### src/rtl/data_mem_bridge_pkg.sv
// Shared types and constants for the datapath-to-Avalon data memory bridge.
package data_mem_bridge_pkg;

  typedef enum logic [1:0] {
    ST_IDLE  = 2'd0,
    ST_READ  = 2'd1,
    ST_WRITE = 2'd2,
    ST_DONE  = 2'd3
  } state_e;

  localparam logic [1:0] SIZE_BYTE = 2'b00;
  localparam logic [1:0] SIZE_HALF = 2'b01;
  localparam logic [1:0] SIZE_WORD = 2'b10;

  localparam int DEFAULT_TIMEOUT_CYCLES = 255;

endpackage

### src/rtl/data_mem_bridge_lane_steer.sv
// Combinational lane steering: byte enables, replicated store data and alignment check.
module lane_steer
  import data_mem_bridge_pkg::*;
(
  input  logic [1:0]  size_i,
  input  logic [1:0]  addr_lo_i,
  input  logic [31:0] wd_i,
  output logic [3:0]  be_o,
  output logic [31:0] wd_o,
  output logic        misaligned_o
);

  always_comb begin
    be_o         = 4'b0000;
    wd_o         = 32'h0;
    misaligned_o = 1'b0;
    case (size_i)
      SIZE_BYTE: begin
        be_o = 4'b0001 << addr_lo_i;
        wd_o = {4{wd_i[7:0]}};
      end
      SIZE_HALF: begin
        be_o         = addr_lo_i[1] ? 4'b1100 : 4'b0011;
        wd_o         = {2{wd_i[15:0]}};
        misaligned_o = addr_lo_i[0];
      end
      // SIZE_WORD and the reserved encoding 2'b11 both mean a full word.
      default: begin
        be_o         = 4'b1111;
        wd_o         = wd_i;
        misaligned_o = |addr_lo_i;
      end
    endcase
  end

endmodule

### src/rtl/data_mem_bridge.sv
// Stalls the single-cycle datapath while one load/store runs on an Avalon-MM bus.
// Optional waitrequest timeout is enabled with DATA_MEM_BRIDGE_TIMEOUT_EN.
module data_mem_bridge
  import data_mem_bridge_pkg::*;
#(
  parameter int TIMEOUT_CYCLES = DEFAULT_TIMEOUT_CYCLES
) (
  input  logic        clk,
  input  logic        reset,
  input  logic        cpu_read,
  input  logic        cpu_write,
  input  logic [1:0]  cpu_size,
  input  logic [31:0] cpu_address,
  input  logic [31:0] cpu_writedata,
  output logic [31:0] cpu_readdata,
  output logic        cpu_stall,
  output logic [31:0] avm_address,
  output logic        avm_read,
  output logic        avm_write,
  output logic [3:0]  avm_byteenable,
  output logic [31:0] avm_writedata,
  input  logic [31:0] avm_readdata,
  input  logic        avm_waitrequest,
  output logic        misaligned,
  output logic        bus_error,
  output state_e      dbg_state
);

  state_e      state_q;
  logic [31:0] addr_q;
  logic [3:0]  be_q;
  logic [31:0] wdata_q;
  logic [31:0] rdata_q;
  logic        read_q;
  logic        write_q;
  logic        misaligned_q;

  logic [3:0]  steer_be;
  logic [31:0] steer_wd;
  logic        steer_mis;
  logic        req;

  lane_steer u_lane_steer (
    .size_i       (cpu_size),
    .addr_lo_i    (cpu_address[1:0]),
    .wd_i         (cpu_writedata),
    .be_o         (steer_be),
    .wd_o         (steer_wd),
    .misaligned_o (steer_mis)
  );

  assign req = cpu_read | cpu_write;

`ifdef DATA_MEM_BRIDGE_TIMEOUT_EN
  localparam int CNT_W = $clog2(TIMEOUT_CYCLES + 1);
  logic [CNT_W-1:0] wait_cnt_q;
  logic             bus_error_q;
  logic             timeout_hit;

  // The current waitrequest cycle is the one that brings the count to the limit.
  assign timeout_hit = avm_waitrequest && (wait_cnt_q == CNT_W'(TIMEOUT_CYCLES - 1));
  assign bus_error   = bus_error_q;
`else
  assign bus_error = 1'b0;
`endif

  always_ff @(posedge clk or negedge reset) begin
    if (!reset) begin
      state_q      <= ST_IDLE;
      addr_q       <= 32'h0;
      be_q         <= 4'b0000;
      wdata_q      <= 32'h0;
      rdata_q      <= 32'h0;
      read_q       <= 1'b0;
      write_q      <= 1'b0;
      misaligned_q <= 1'b0;
`ifdef DATA_MEM_BRIDGE_TIMEOUT_EN
      wait_cnt_q   <= '0;
      bus_error_q  <= 1'b0;
`endif
    end else begin
      case (state_q)
        ST_IDLE: begin
          if (req) begin
            addr_q  <= {cpu_address[31:2], 2'b00};
            be_q    <= steer_be;
            wdata_q <= steer_wd;
`ifdef DATA_MEM_BRIDGE_TIMEOUT_EN
            wait_cnt_q <= '0;
`endif
            if (steer_mis) begin
              misaligned_q <= 1'b1;
              rdata_q      <= 32'h0;
              state_q      <= ST_DONE;
            end else if (cpu_write) begin
              write_q <= 1'b1;
              state_q <= ST_WRITE;
            end else begin
              read_q  <= 1'b1;
              state_q <= ST_READ;
            end
          end
        end
        ST_READ: begin
          if (!avm_waitrequest) begin
            rdata_q <= avm_readdata;
            read_q  <= 1'b0;
            state_q <= ST_DONE;
          end
`ifdef DATA_MEM_BRIDGE_TIMEOUT_EN
          else if (timeout_hit) begin
            rdata_q     <= 32'h0;
            read_q      <= 1'b0;
            bus_error_q <= 1'b1;
            state_q     <= ST_DONE;
          end else begin
            wait_cnt_q <= wait_cnt_q + 1'b1;
          end
`endif
        end
        ST_WRITE: begin
          if (!avm_waitrequest) begin
            write_q <= 1'b0;
            state_q <= ST_DONE;
          end
`ifdef DATA_MEM_BRIDGE_TIMEOUT_EN
          else if (timeout_hit) begin
            rdata_q     <= 32'h0;
            write_q     <= 1'b0;
            bus_error_q <= 1'b1;
            state_q     <= ST_DONE;
          end else begin
            wait_cnt_q <= wait_cnt_q + 1'b1;
          end
`endif
        end
        default: state_q <= ST_IDLE;
      endcase
    end
  end

  // Combinational so the datapath cannot commit in the cycle the request is first seen.
  assign cpu_stall = ((state_q == ST_IDLE) && req) ||
                     (state_q == ST_READ) || (state_q == ST_WRITE);

  assign cpu_readdata   = rdata_q;
  assign avm_address    = addr_q;
  assign avm_read       = read_q;
  assign avm_write      = write_q;
  assign avm_byteenable = be_q;
  assign avm_writedata  = wdata_q;
  assign misaligned     = misaligned_q;
  assign dbg_state      = state_q;

endmodule

### config.mk
export PLATFORM = sky130hd
export DESIGN_NAME = data_mem_bridge
export DESIGN_NICKNAME = d
export VERILOG_FILES = /design/src/rtl/data_mem_bridge_pkg.sv /design/src/rtl/data_mem_bridge_lane_steer.sv /design/src/rtl/data_mem_bridge.sv
export SDC_FILE = /design/constraint.sdc
export NUM_CORES = 1
export LEC_CHECK = 0
export BUFFER_PORTS_ARGS = -buffer_cell sky130_fd_sc_hd__buf_2
export CAP_MARGIN = 20
export CORE_ASPECT_RATIO = 0.8
export CORE_MARGIN = 3
export CORE_UTILIZATION = 35
export CTS_CLUSTER_DIAMETER = 30
export DETAILED_ROUTE_END_ITERATION = 16
export PLACE_DENSITY = 0.61
export SYNTH_ARGS = -nofsm -noshare
export SYNTH_HDL_FRONTEND = slang
export SYNTH_SLANG_ARGS = --single-unit
export TNS_END_PERCENT = 20
### constraint.sdc
create_clock -name clk -period 2.7 [get_ports clk]
set_input_delay 0.27 -clock clk [delete_from_list [all_inputs] [get_ports clk]]
set_output_delay 0.27 -clock clk [all_outputs]
set_load 0.02 [all_outputs]
==> results.md, run 1 <==
* Total congestion overflow at 0
* GR Util met1 at 25.3%
* Slew HR at 62.4%
* DIE HEIGHT at 121 um
* Max VDD drop at 378 uV
* Fmax at 0.451 GHz
* Post-Route WL at 16.6 mm
* Routed vias/inst at 5.07
* Routed len/inst at 16.2 um
* Max-cap violation count at 0
* Worst path top cell family by delay: buffers and inverters
* First-pass GRT wire length at 26.3 mm
* Number of top-level pins at 210
* Die Span X at 149 um
* Fin. Hold Viols at 0
* Initial antenna violation count at 1
* Clk Latency, worst-skew pair at 0.34 ns
* Endpoints failing setup at 0
* Hold Crit Depth at 3
* DRC at 0
* Post-CTS sizing at 0
* Drt pass-1 iters at 5
* Hold endpoint: avm_address[7]$_DFFE_PN0P_
* Reg2reg end: cpu_readdata[5]$_DFFE_PN0P_
* Share of cells above drive strength 1 at 31.1%
* Number of synthesized flops with an enable pin at 0
* Min-delay worst type: in2reg
* Syn. warnings at 0
* RSZ-0062 raised after global routing: no
* Post-placement worst setup slack at 0.736 ns
* Remaining antenna violation count at 0
* Min Clock Period, post-route at 2.22 ns
* Critical path launch point type: flop
* Status: complete, no violations
* Distinct cells, synth at 36
* DRT iter0 DRCs at 245
* Reg-to-reg setup timing slack at 0.73 ns
* Register area at 0.00258 mm^2
* Mean Syn Cell Area at 9.04 um^2
* Core ar. at 0.0159 mm^2
* Num rows at 41
* M2 GR Usage at 28.5%
* Crit-path cells: inv_1 > ha_2 > buf_4 > o21ai_4 > nand3_1 > buf_2
* Final layout net count at 913
* Pwr Total at 0.00819 W
* Slowest Stage Delay on Critical Path at 0.44 ns
* Final GP Congestion at 0.795
* PortBufs at 206
* Number of synthesized register bits at 103
* Clock transition at path regs at 0.07 ns
* CTS max path bufs at 2
* Reg-to-Reg Start: dbg_state[1]$_DFFE_PN0P_
* Ys flop type: dfrtp_1
* CTS sink count at 103
* Root Buffer: clkbuf_16
* Endpoint class of the critical path: output pin
* Slew Viols, Final at 0
* Ant. Diodes at 0
* CTS buffer count at 9
* Hold Path Origin: cpu_address[7]
* Post-route setup slack at 0.481 ns
* CP Max Fanout at 41
* Area post-placement at 0.00691 mm^2
* Cell area after layout at 0.00723 mm^2
* Vias at 5206
* Die Area at 0.0180 mm^2
* Fin Setup TNS at 0 ns
* CP Class: reg2out
* Post-Syn Instances at 636
* Synth Cell Area at 0.00575 mm^2
* Asr flop ratio synth at 100%
* Arrival time worst endpoint at 1.95 ns
* Worst R2R Path Depth at 5
* GRT Util Overall at 18.2%
* Critical-path top delay cell: dfrtp_1
* Vias in the first global route at 4959
* CTS tree: done
* P_leak at 3.53 nW
* Buf+Inv Stages, Crit Path at 3
* Fill count at 1543
* Max Clock Skew at 0.00684 ns
* Most common cell after layout, fill and taps aside: buf_2
* Most frequent cells in the layout: 205 x buf_2, 173 x nand2_1, 103 x dfrtp_1, 64 x nand2b_1
* GR Util met3 at 4.35%
* Layout area overhead at 25.7%
* Worst Tran Pin Value at 0.564 ns
* Sequential fraction of the synthesis area at 44.9%
* Cell Pwr Density at 1130 mW/mm^2
* Initial Utilization at 36.1%
* Post-CTS setup buffers at 0
* Critical Path RT at 2.43 ns
* Multi-input logic area at 0.00287 mm^2
* Final HPWL DP at 11.3 mm
* Largest net degree at the start of global routing at 50
* Crit share post-route at 82.2%
* H-Tree Depth at 3
* GR peak layer: met2
metal layers:
metal,up-vias,routed length [um]
met2,180,7310
met1,2432,7860
met4,2,335
li1,2563,-
met3,29,1090
met5,-,13
stage by stage:
step                std cells  util [%]  hold slack (ns)
global placement         1009      43.5            0.303
floorplan                 638         -          -0.0256
finish                   1026      45.4            0.119
detailed placement       1009      43.5            0.307
global route             1026      45.4            0.104
CTS                      1026      45.4            0.106
worst max-delay path by stage:
stage / from / endpoint / slack [ns] / depth (start not counted)
floorplan: dbg_state[0]$_DFFE_PN0P_ / cpu_stall / 0.80 / 7
global placement: dbg_state[0]$_DFFE_PN0P_ / cpu_readdata[12]$_DFFE_PN0P_ / 0.80 / 5
detailed placement: dbg_state[1]$_DFFE_PN0P_ / cpu_readdata[17]$_DFFE_PN0P_ / 0.74 / 5
CTS: dbg_state[1]$_DFFE_PN0P_ / cpu_stall / 0.47 / 6
global route: dbg_state[1]$_DFFE_PN0P_ / cpu_stall / 0.32 / 6
finish: dbg_state[1]$_DFFE_PN0P_ / cpu_stall / 0.48 / 6
synth_stat cells, types with 3 or more instances:
cell type,instances,area (um^2)
dfrtp_1,103,2580
a21o_1,3,22.5
nand3b_1,32,240
nand2b_1,64,400
clkbuf_1,31,116
buf_6,5,56.3
buf_4,5,37.5
mux2i_1,24,240
a221o_1,32,320
mux2_2,8,90.1
nand2_1,173,649
buf_2,23,115
a21oi_1,33,165
a22o_1,3,26.3
o21ai_0,31,155
ha_1,4,50.1
inv_1,4,15.0
o41ai_1,32,280
nor2_1,5,18.8
sequential cells by signal (all words and copies together), names as in the netlist:
register / flops
avm_address: 30
avm_byteenable: 4
cpu_readdata: 32
avm_write: 1
avm_writedata: 32
misaligned: 1
dbg_state: 2
avm_read: 1
logic make-up (layout without fill, tap and decap cells):
kind of cell | Yosys count | after routing | share of synthesized area [%]
compound gates | 147 | 147 | 18.9
other cells | 1 | 3 | 0.0653
simple gates | 281 | 281 | 23.7
mux | 32 | 32 | 5.75
fa+ha+maj | 4 | 4 | 0.871
flops | 103 | 103 | 44.9
buf+inv | 68 | 241 | 5.92
area by class of cell:
class,instances,area share (%)
tap,215,3.72
inverter,4,0.208
multi-input combinational,467,39.8
sequential,103,35.7
clock inverter,7,1.11
timing repair buffer,221,16.4
clock buffer,9,3.12
power breakdown:
group	switching, W	internal, W	leakage (nW)	total (W)
Combinational	0.00261	0.00153	2.11	0.00414
Clock	0.000605	0.000731	0.148	0.00134
Sequential	0.000466	0.00225	1.28	0.00272
timing repair:
item / CTS / global route
hold endpoints to repair: 39 / 0
setup endpoints to repair: 0 / 0
hold buffers: 1 / 0
worst min-delay path, cell delays in order:
cell and delay [ns]:
buf_2 0.07, nand2_1 0.04, nand2_1 0.05
(Power assumes the default switching activity.)
==> run 2: changes to the inputs <==
--- a/config.mk
+++ b/config.mk
@@ -12,7 +12,7 @@
 export CORE_UTILIZATION = 35
 export CTS_CLUSTER_DIAMETER = 30
 export DETAILED_ROUTE_END_ITERATION = 16
-export PLACE_DENSITY = 0.61
+export PLACE_DENSITY = 0.63
 export SYNTH_ARGS = -nofsm -noshare
 export SYNTH_HDL_FRONTEND = slang
 export SYNTH_SLANG_ARGS = --single-unit
==> constraint.sdc (replaced) <==
create_clock -name clk -period 2 [get_ports clk]
set_input_delay 0.2 -clock clk [delete_from_list [all_inputs] [get_ports clk]]
set_output_delay 0.2 -clock clk [all_outputs]
set_load 0.02 [all_outputs]
==> run 2 against run 1 <==
Clock skew increased by 0.0036 ns. Design area increased by 0.81%. Highest routed layer is now met4. Critical endpoint unchanged. Worst setup slack got worse by 0.28 ns.
==> results.md, run 2 (synthesis gave the netlist of run 1 again) <==
* CTS sink count at 103
* Routed vias/inst at 5.09
* Clk Latency, worst-skew pair at 0.35 ns
* Final layout net count at 921
* Largest net degree at the start of global routing at 104
* Worst Tran Pin Value at 0.564 ns
* Post-route setup slack at 0.205 ns
* Number of top-level pins at 210
* Min-delay worst type: in2reg
* Crit share post-route at 89.8%
* Endpoints failing setup at 0
* Fmax at 0.557 GHz
* Post-Route WL at 16.7 mm
* Clock transition at path regs at 0.07 ns
* CTS tree: done
* Max-cap violation count at 0
* Most common cell after layout, fill and taps aside: buf_2
* PortBufs at 206
* Root Buffer: clkbuf_16
* DRC at 0
* CP Max Fanout at 7
* First-pass GRT wire length at 26.7 mm
* Die Area at 0.0180 mm^2
* Routed len/inst at 16.2 um
* CP Class: reg2out
* Critical-path top delay cell: dfrtp_2
* Vias at 5263
* Layout area overhead at 26.8%
* Remaining antenna violation count at 0
* Slowest Stage Delay on Critical Path at 0.44 ns
* Initial Utilization at 36.1%
* Max VDD drop at 613 uV
* Critical Path RT at 1.80 ns
* Min Hold Slack at 0.0352 ns
* H-Tree Depth at 3
* Post-placement worst setup slack at 0.229 ns
* Min Clock Period, post-route at 1.80 ns
* Cell Pwr Density at 1540 mW/mm^2
* Crit-path cells: inv_1 > ha_4 > buf_4 > o21ai_4 > nand3_1 > buf_2
* Drt pass-1 iters at 4
* Final GP Congestion at 0.817
* Most frequent cells in the layout: 205 x buf_2, 173 x nand2_1, 102 x dfrtp_1, 64 x nand2b_1
* Register area at 0.00258 mm^2
* Final HPWL DP at 11.3 mm
* Fill count at 1591
* Fin. Hold Viols at 0
* Multi-input logic area at 0.00288 mm^2
* CTS buffer count at 9
* Endpoint class of the critical path: output pin
* Max Clock Skew at 0.0104 ns
* DRT iter0 DRCs at 336
* Fin Setup TNS at 0 ns
* Num rows at 41
* Vias in the first global route at 5013
* Arrival time worst endpoint at 1.60 ns
* Pwr Total at 0.0112 W
* DIE HEIGHT at 121 um
* Slew HR at 62.4%
* Status: complete, no violations
* RSZ-0062 raised after global routing: no
* Total congestion overflow at 0
* Core ar. at 0.0159 mm^2
* P_leak at 3.56 nW
* CTS max path bufs at 2
* Critical path launch point type: flop
* Slew Viols, Final at 0
* Cell area after layout at 0.00728 mm^2
* Area post-placement at 0.00697 mm^2
* Share of cells above drive strength 1 at 31.8%
* Die Span X at 149 um
* Initial antenna violation count at 1
* GRT Util Overall at 18.4%
==> run 2: worst paths after layout <==
check	start	end	slack [ns]	depth (start not counted)
setup / recovery	dbg_state[0]$_DFFE_PN0P_	cpu_stall	0.20	6
min in group asynchronous	reset	avm_address[28]$_DFFE_PN0P_	0.46	3
hold / removal	cpu_address[28]	avm_address[28]$_DFFE_PN0P_	0.04	3
hold reg to reg	misaligned$_DFFE_PN0P_	misaligned$_DFFE_PN0P_	0.47	1
setup reg to reg	dbg_state[1]$_DFFE_PN0P_	cpu_readdata[11]$_DFFE_PN0P_	0.25	6
max in group asynchronous	reset	dbg_state[0]$_DFFE_PN0P_	1.11	3
==> run 2: final cells by class <==
cell class,count,share of cell area (%)
clock inverters,5,0.532
inverters,4,0.206
repair buffers,229,17.3
flip-flops and latches,103,35.4
diodes,1,0.0344
clock buffers,10,3.28
well taps,215,3.69
multi-input cells,467,39.6
==> run 2: metal layers <==
layer	part of all wire, %	track usage, %	routed length, um	vias to the layer above
met1	47	25.8	7830	2500
met5	0	0	0	-
met4	1.8	4.40	300	0
met2	44	27.9	7420	170
li1	-	-	-	2573
met3	6.9	5.40	1160	20
==> run 2: power by group <==
group	switching, W	internal [W]	total [W]
Clock	0.000821	0.000884	0.00171
Combinational	0.00357	0.00224	0.00581
Sequential	0.000630	0.00304	0.00367
==> run 2: worst max-delay path: cells and delay by family (launching register included) <==
family / cells / cell delay (ns)
buffers and inverters: 3 / 0.46
flip-flops: 1 / 0.44
adder cells (fa/ha/maj): 1 / 0.19
AND/OR/NAND/NOR: 1 / 0.08
AO/OA/AOI/OAI: 1 / 0.07
==> run 2: what timing repair did <==
| action | 4_1_cts | 5_1_grt |
|---|---|---|
| setup buffers | 0 | 2 |
| setup endpoints to repair | 0 | 1 |
| hold endpoints to repair | 103 | 0 |
| gates resized for setup | 0 | 2 |
| hold buffers | 1 | 0 |
==> run 2: stage by stage <==
| stage | utilization (%) | std cells |
|---|---|---|
| 2_1_floorplan | - | 638 |
| 3_3_place_gp | 43.8 | 1015 |
| 3_5_place_dp | 43.8 | 1015 |
| 4_1_cts | 45.6 | 1031 |
| 5_1_grt | 45.8 | 1034 |
| 6_report | 45.8 | 1034 |
==> run 3: changes to the inputs <==
--- a/config.mk
+++ b/config.mk
@@ -8,7 +8,6 @@
 export BUFFER_PORTS_ARGS = -buffer_cell sky130_fd_sc_hd__buf_2
 export CAP_MARGIN = 20
 export CORE_ASPECT_RATIO = 0.8
-export CORE_MARGIN = 3
 export CORE_UTILIZATION = 35
 export CTS_CLUSTER_DIAMETER = 30
 export DETAILED_ROUTE_END_ITERATION = 16
==> run 3 against run 2 <==
Core utilization rose by 0.40 points. Count of clock-buffer cells in the layout increased by 1. Critical path depth did not move. Non-clock buffer count did not move. Worst hold slack gained 0.0014 ns. Final cell count barely moved. Combinational power hardly changed. Fmax decreased by 6.7%. Sequential share of layout area shrank 0.31 points. Critical endpoint unchanged.
==> results.md, run 3 (synthesis gave the netlist of run 1 again) <==
* Core ar. at 0.0159 mm^2
* Clock transition at path regs at 0.07 ns
* Remaining antenna violation count at 0
* Max VDD drop at 476 uV
* Slew HR at 64.6%
* Drt pass-1 iters at 5
* Crit share post-route at 96.2%
* DRC at 0
* Number of top-level pins at 210
* Die Span X at 145 um
* CTS tree: done
* Slew Viols, Final at 0
* Final GP Congestion at 0.801
* Met2 WL post-DR at 7.38 mm
* Routed len/inst at 15.8 um
* Max-cap violation count at 0
* Max Clock Skew at 0.00875 ns
* Initial Utilization at 36.1%
* PortBufs at 206
* Routed vias/inst at 5.15
* Fill count at 1565
* GRT Util Overall at 19.1%
* Most frequent cells in the layout: 205 x buf_2, 173 x nand2_1, 102 x dfrtp_1, 64 x nand2b_1
* Vias at 5328
* H-Tree Depth at 3
* Endpoints failing setup at 0
* Post-placement worst setup slack at 0.269 ns
* Layout area overhead at 27.9%
* Met3 WL at 973 um
* Critical Path RT at 1.80 ns
* Share of cells above drive strength 1 at 31.6%
* Post-Route WL at 16.4 mm
* Fin Setup TNS at 0 ns
* CP Class: reg2out
* CTS buffer count at 9
* Endpoint class of the critical path: output pin
* Arrival time worst endpoint at 1.72 ns
* Total congestion overflow at 0
* Worst Tran Pin Value at 0.532 ns
* Clk Latency, worst-skew pair at 0.35 ns
* First-pass GRT wire length at 25.5 mm
* Final core utilization at 46.2%
* Fin. Hold Viols at 0
* Cell Pwr Density at 1520 mW/mm^2
* Final layout net count at 921
* Pwr Total at 0.0112 W
* Critical path launch point type: flop
* DRT iter0 DRCs at 370
* Post-route setup slack at 0.0752 ns
* CTS max path bufs at 2
* DIE HEIGHT at 117 um
* Largest net degree at the start of global routing at 61
* Post-CTS setup buffers at 0
* Die Area at 0.0169 mm^2
* Vias in the first global route at 4781
* Top Metal Used: met4
* Initial antenna violation count at 1
* Root Buffer: clkbuf_16
* CP Max Fanout at 9
* Min Clock Period, post-route at 1.92 ns
* Min-delay worst type: in2reg
* Final HPWL DP at 11.2 mm
* Most common cell after layout, fill and taps aside: buf_2
* Fmax at 0.520 GHz
* Num rows at 41
* Min Hold Slack at 0.0366 ns
* P_leak at 3.58 nW
* Metal-1 WL at 7.78 mm
* CTS sink count at 103
* Status: complete, no violations
-- run 3: through the flow --
stage | instance area [um^2] | instances
3_5_place_dp | 7030 | 1016
3_3_place_gp | 7030 | 1016
4_1_cts | 7310 | 1033
6_report | 7350 | 1035
5_1_grt | 7350 | 1035
2_1_floorplan | 5750 | 638
-- run 3: area by class of cell --
cell class / count / area [um^2] / share of cell area (%)
Multi-Input combinational cell: 467 / 2880 / 39.2
Sequential cell: 103 / 2580 / 35.1
Timing Repair Buffer: 229 / 1330 / 18.0
Tap cell: 215 / 269 / 3.66
Clock buffer: 11 / 233 / 3.17
Clock inverter: 5 / 41.3 / 0.562
Inverter: 4 / 15.0 / 0.204
Antenna cell: 1 / 2.50 / 0.0341
-- run 3: path summary, 6_finish.rpt --
| kind | slack [ns] | to | cells past startpoint | from |
|---|---|---|---|---|
| max in group asynchronous | 1.08 | avm_writedata[4]$_DFFE_PN0P_ | 3 | reset |
| min | 0.04 | avm_address[27]$_DFFE_PN0P_ | 3 | cpu_address[27] |
| max | 0.08 | cpu_stall | 6 | dbg_state[1]$_DFFE_PN0P_ |
| min reg2reg | 0.45 | misaligned$_DFFE_PN0P_ | 1 | misaligned$_DFFE_PN0P_ |
| min in group asynchronous | 0.33 | avm_address[12]$_DFFE_PN0P_ | 2 | reset |
| max reg2reg | 0.24 | avm_writedata[24]$_DFFE_PN0P_ | 4 | dbg_state[1]$_DFFE_PN0P_ |
-- run 3: report_power, final --
| group | total [W] | switching [W] | leakage [nW] | internal (W) |
|---|---|---|---|---|
| clock network | 0.00169 | 0.000836 | 0.127 | 0.000858 |
| logic | 0.00584 | 0.00357 | 2.17 | 0.00227 |
| registers | 0.00366 | 0.000623 | 1.28 | 0.00304 |
-- run 3: repair_timing --
| item | 4_1_cts | 5_1_grt |
|---|---|---|
| endpoints found under the hold margin | 30 | 0 |
| hold buffers | 1 | 0 |
| gates resized for setup | 0 | 2 |
| setup endpoints to repair | 0 | 1 |
-- run 3: worst max-delay path: stages, from the launching register on --
cell     delay [ns]
dfrtp_1        0.43
inv_1          0.13
ha_2           0.20
buf_4          0.18
o21ai_4        0.09
nand3_1        0.14
buf_2          0.20
-- run 3: layer usage --
layer,GRT usage [%],vias up
met5,0,-
met4,5.68,0
met3,4.02,18
met2,30.5,191
met1,26.3,2535
li1,-,2584
